===== src/rtl/booth_multiplier_if.sv =====
// Operand/result bundle for booth_multiplier; done exists only when
// BOOTH_DONE_PULSE_EN is defined.
interface booth_multiplier_if #(
    parameter int WIDTH = 8
);
    logic [WIDTH-1:0]   a;
    logic [WIDTH-1:0]   b;
    logic               start;
    logic               busy;
    logic [2*WIDTH-1:0] ab;
`ifdef BOOTH_DONE_PULSE_EN
    logic               done;
`endif

`ifdef BOOTH_DONE_PULSE_EN
    modport master (output a, b, start, input busy, ab, done);
    modport slave  (input a, b, start, output busy, ab, done);
`else
    modport master (output a, b, start, input busy, ab);
    modport slave  (input a, b, start, output busy, ab);
`endif
endinterface


===== src/rtl/booth_multiplier.sv =====
// Sequential signed radix-2 Booth multiplier, one step per clock.
// Optional one-cycle completion pulse on bus.done with BOOTH_DONE_PULSE_EN.
module booth_multiplier #(
    parameter int WIDTH = 8
) (
    input  logic                clk,
    input  logic                reset,
    booth_multiplier_if.slave   bus
);
    localparam int CW = $clog2(WIDTH + 1);

    typedef enum logic {IDLE, RUN} state_t;

    state_t             state_q, state_d;
    logic [WIDTH:0]     m_q, m_d;
    logic [WIDTH:0]     acc_q, acc_d;
    logic [WIDTH-1:0]   q_q, q_d;
    logic               q1_q, q1_d;
    logic [CW-1:0]      count_q, count_d;
    logic [2*WIDTH-1:0] ab_q, ab_d;
    logic               done_q, done_d;
    logic [WIDTH:0]     sum;

    always_ff @(posedge clk or posedge reset) begin
        if (reset) begin
            state_q <= IDLE;
            m_q     <= '0;
            acc_q   <= '0;
            q_q     <= '0;
            q1_q    <= 1'b0;
            count_q <= '0;
            ab_q    <= '0;
            done_q  <= 1'b0;
        end else begin
            state_q <= state_d;
            m_q     <= m_d;
            acc_q   <= acc_d;
            q_q     <= q_d;
            q1_q    <= q1_d;
            count_q <= count_d;
            ab_q    <= ab_d;
            done_q  <= done_d;
        end
    end

    always_comb begin
        state_d = state_q;
        m_d     = m_q;
        acc_d   = acc_q;
        q_d     = q_q;
        q1_d    = q1_q;
        count_d = count_q;
        ab_d    = ab_q;
        done_d  = 1'b0;
        sum     = acc_q;

        case (state_q)
            IDLE: begin
                if (bus.start) begin
                    m_d     = {bus.a[WIDTH-1], bus.a};
                    acc_d   = '0;
                    q_d     = bus.b;
                    q1_d    = 1'b0;
                    count_d = CW'(WIDTH);
                    state_d = RUN;
                end
            end
            RUN: begin
                case ({q_q[0], q1_q})
                    2'b01:   sum = acc_q + m_q;
                    2'b10:   sum = acc_q - m_q;
                    default: sum = acc_q;
                endcase
                // Arithmetic right shift of {sum, Q, q_1} with the sign replicated.
                acc_d   = {sum[WIDTH], sum[WIDTH:1]};
                q_d     = {sum[0], q_q[WIDTH-1:1]};
                q1_d    = q_q[0];
                count_d = count_q - CW'(1);
                if (count_q == CW'(1)) begin
                    ab_d    = {acc_d[WIDTH-1:0], q_d};
                    done_d  = 1'b1;
                    state_d = IDLE;
                end
            end
            default: state_d = IDLE;
        endcase
    end

    assign bus.ab   = ab_q;
    assign bus.busy = (state_q == RUN);

`ifdef BOOTH_DONE_PULSE_EN
    assign bus.done = done_q;
`else
    logic unused_done;
    assign unused_done = done_q;
`endif
endmodule


===== src/flat_wrapper.sv =====
// flat-port wrapper written by rule: the top's interface ports become plain ports
module booth_multiplier_flat 
#(
    parameter int WIDTH = 8
)
  (clk, reset, bus_a, bus_b, bus_start, bus_busy, bus_ab);
  booth_multiplier_if #(.WIDTH(WIDTH)) bus_i ();
  input  logic clk;
  input  logic reset;
  input wire logic [$bits(bus_i.a)-1:0] bus_a;
  input wire logic [$bits(bus_i.b)-1:0] bus_b;
  input wire logic [$bits(bus_i.start)-1:0] bus_start;
  output wire logic [$bits(bus_i.busy)-1:0] bus_busy;
  output wire logic [$bits(bus_i.ab)-1:0] bus_ab;
  assign bus_i.a = bus_a;
  assign bus_i.b = bus_b;
  assign bus_i.start = bus_start;
  assign bus_busy = bus_i.busy;
  assign bus_ab = bus_i.ab;
  booth_multiplier #(.WIDTH(WIDTH)) u_core (.clk(clk), .reset(reset), .bus(bus_i));
endmodule

===== config.mk =====
export PLATFORM = sky130hd
export DESIGN_NAME = booth_multiplier_flat
export DESIGN_NICKNAME = d
export VERILOG_FILES = /design/src/rtl/booth_multiplier_if.sv /design/src/rtl/booth_multiplier.sv /design/src/flat_wrapper.sv
export SDC_FILE = /design/constraint.sdc
export NUM_CORES = 1
export LEC_CHECK = 0
export ABC_AREA = 1
export BUFFER_PORTS_ARGS = -buffer_cell sky130_fd_sc_hd__buf_2
export CAP_MARGIN = 5
export CELL_PAD_IN_SITES_DETAIL_PLACEMENT = 1
export CELL_PAD_IN_SITES_GLOBAL_PLACEMENT = 1
export CORE_AREA = 2 2 92 94
export CTS_BUF_LIST = sky130_fd_sc_hd__clkbuf_4 sky130_fd_sc_hd__clkbuf_8
export DETAILED_ROUTE_END_ITERATION = 7
export DIE_AREA = 0 0 94 96
export GPL_TIMING_DRIVEN = 0
export PLACE_DENSITY_LB_ADDON = 0.1
export SLEW_MARGIN = 20
export SYNTH_ARGS = -nofsm -noshare
export SYNTH_HDL_FRONTEND = slang
export SYNTH_SLANG_ARGS = --single-unit

===== constraint.sdc =====
create_clock -name clk -period 3.04 [get_ports clk]
set_input_delay 0.304 -clock clk [delete_from_list [all_inputs] [get_ports clk]]
set_output_delay 0.304 -clock clk [all_outputs]
set_load 0.02 [all_outputs]

==> impl_metrics.yaml <==
timing:
  period_needed_ps: 2660
  hold_viol: 0
  slew_headroom_pct: 53.4
  setup_viol_count_final: 0
  min_period_over_period_pct: 87.5
  slew_viol_final: 0
  fmax_ghz: 0.376
  rsz0062_at_grt: "no"
  fin_skew_ps: 10.6
  tns_ps: 0
  tightestPinTransition_ps: 699
global_route:
  grt_pass1_vias: 2206
  grt_pass1_wl_um: 10600
  use_met1_pct: 20.1
  grt_use_total_pct: 15.4
  use_met3_pct: 2.35
  grtUsageMet2_pct: 26.4
  grt-busiest-layer: "met2"
  grt_max_degree: 31
  antenna_found_initial: 0
  overflow: 0
cts:
  cts_made_buffers: 5
  clockRootBuffer: "clkbuf_8"
  cts.sinks: 46
  cts_tree: "done"
  clk_latency_ps: 320
  clockBufferDepth: 2
  clk_transition_reported_paths_ps: 100
  cts_repair_resize_count: 0
  holdBufCountCts: 0
  cts_max_level: 2
  postCtsSetupRepairBufs: 0
yosys:
  synth_area_um2: 2500
  ys_seq_area_share_pct: 46.0
  synth_top_area_share_pct: 46.0
  synth_top_area_cell: "dfrtp_1"
  synthCells: 309
  syn_area_per_cell_um2: 8.10
  synth_area_leaders: "dfrtp_1 (46%), nand2_1 (15%), inv_1 (6.2%), ha_1 (6.0%), o21ai_0 (4.8%)"
  yosys_warnings: 0
  yosys_register_bits: 46
  synth.distinct_cells: 33
  syn-num-nets: 341
setup_path:
  start_kind: "flip-flop"
  crit_fanout: 5
  worstPathRequired_ps: 3260
  worstSetupPathType: "reg -> reg"
  crit_path_end_kind: "flip-flop"
  worstPathArrival_ps: 2880
die:
  initial_core_util_pct: 31.1
  ios: 36
  die-area_um2: 9020
  die_w_um: 94
  num_rows: 33
  dieHeight_um: 96
  coreArea_um2: 8050
route:
  wl_per_cell_um: 13.5
  wl_um: 6200
  dr_total_vias: 2133
  drcViolationCount: 0
  ant_nets: 0
  viasPerCell: 4.66
  dr.pass1.iters: 4
  drtIter0Drc: 49
layout:
  nFillCells: 1004
  drive_above_1_share_pct: 18.1
  antennaDiodeCount: 0
  syn_to_final_growth_pct: 17.9
  nets: 384
job:
  drv_cap: 0
placed_design:
  port-buffer-count: 35
  dp_hpwl_um: 4820
  routabilityCongestion: 0.744
status:
  status: "finished clean"
hold_path:
  hp-class: "in -> async"
final timing paths:
check | from | end | slack [ps] | cells past startpoint
min in group clk | bus_a[2] | u_core.m_q[2] | 200 | 3
hold reg to reg | u_core.bus.ab[7] | u_core.bus.ab[7] | 470 | 2
hold / removal | reset | u_core.q_q[3] | 90 | 2
setup reg to reg | u_core.m_q[0] | u_core.bus.ab[14] | 380 | 15
setup / recovery | u_core.m_q[0] | u_core.bus.ab[14] | 380 | 15
max in group asynchronous | reset | u_core.m_q[3] | 2410 | 3
logic make-up after synthesis:
family          share of synthesized area, %
simple gates                            21.6
xor+xnor                                1.75
flops                                   46.0
buf+inv                                 9.00
compound gates                          14.0
fa+ha+maj                               6.80
mux                                    0.900
Yosys cell counts (all sizes together):
cell type	instances
nand2	97
dfrtp	46
inv	44
o21ai	32
nor2	17
nand3	13
ha	12
a21oi	9
buf	7
o22ai	6
a22oi	5
xor2	4
nand4	3
a21boi	2
a21o	2
mux2	2
a22o	1
a31oi	1
clkbuf	1
clkinv	1
fa	1
o211ai	1
o221ai	1
xnor2	1
area by class of cell:
type	instances	area (µm²)	area share, %
Clock buffer	5	68.8	2.33
Tap cell	105	131	4.45
Sequential cell	46	1150	39.0
Buffer	8	53.8	1.82
Clock inverter	3	43.8	1.48
Inverter	45	171	5.81
Multi-Input combinational cell	210	1130	38.2
Timing Repair Buffer	36	203	6.87
worst max-delay path, stage by stage (launching register included):
cell	delay, ps
dfrtp_1	410
inv_1	100
ha_1	170
nand2_1	80
nor2_1	150
nor2_1	90
a21oi_1	160
xnor2_1	140
inv_1	60
ha_1	340
a21oi_1	180
a21boi_0	300
a21o_1	160
nand3_1	80
nand3_1	100
nand2_1	60
registers in the layout, indices dropped and copies added, names as in the netlist:
register,cells
u_core.bus.ab,16
u_core.bus.busy,1
u_core.q_q,8
u_core.acc_q,8
u_core.m_q,8
u_core.q1_q,1
u_core.count_q,4
metal layers:
metal,routed length [µm],vias to the layer above
met2,3090,16
li1,-,1073
met1,2900,1035
met5,0,-
met4,91,0
met3,119,9
cells in the final DEF (no fill, tap or decap):
cell and n:
nand2_1 97, dfrtp_1 46, inv_1 40, buf_2 40, o21ai_0 24, nor2_1 13
nand3_1 13, ha_1 12, a21oi_1 9, o21ai_1 7, clkbuf_8 6, o22ai_1 6
a22oi_1 5, xor2_1 4, inv_2 3, nand4_1 3, buf_4 2, nor2_2 2
mux2_2 2, a21o_1 2, inv_4 1, nor2_8 1, clkinv_1 1, a31oi_1 1
o21ai_2 1, a21boi_0 1, nor2_4 1, a21boi_2 1, xnor2_1 1, o221ai_1 1
o211ai_1 1, a22o_1 1, fa_1 1, bufinv_16 1, inv_6 1, clkinv_2 1
buf_16 1
through the flow:
stage               setup WS (ps)  util, %  hold WS, ps  instance area, µm²  cells
floorplan                     810        -          425                2500    309
global placement              442     34.9          454                2810    449
detailed placement            415     35.2          453                2840    450
CTS                           388     36.6          117                2950    458
global route                 64.4     36.6          143                2950    458
finish                        379     36.6         88.0                2950    458
Power is not shown: default switching activity piles up to over one toggle a cycle in this logic, so the estimate is an artifact.
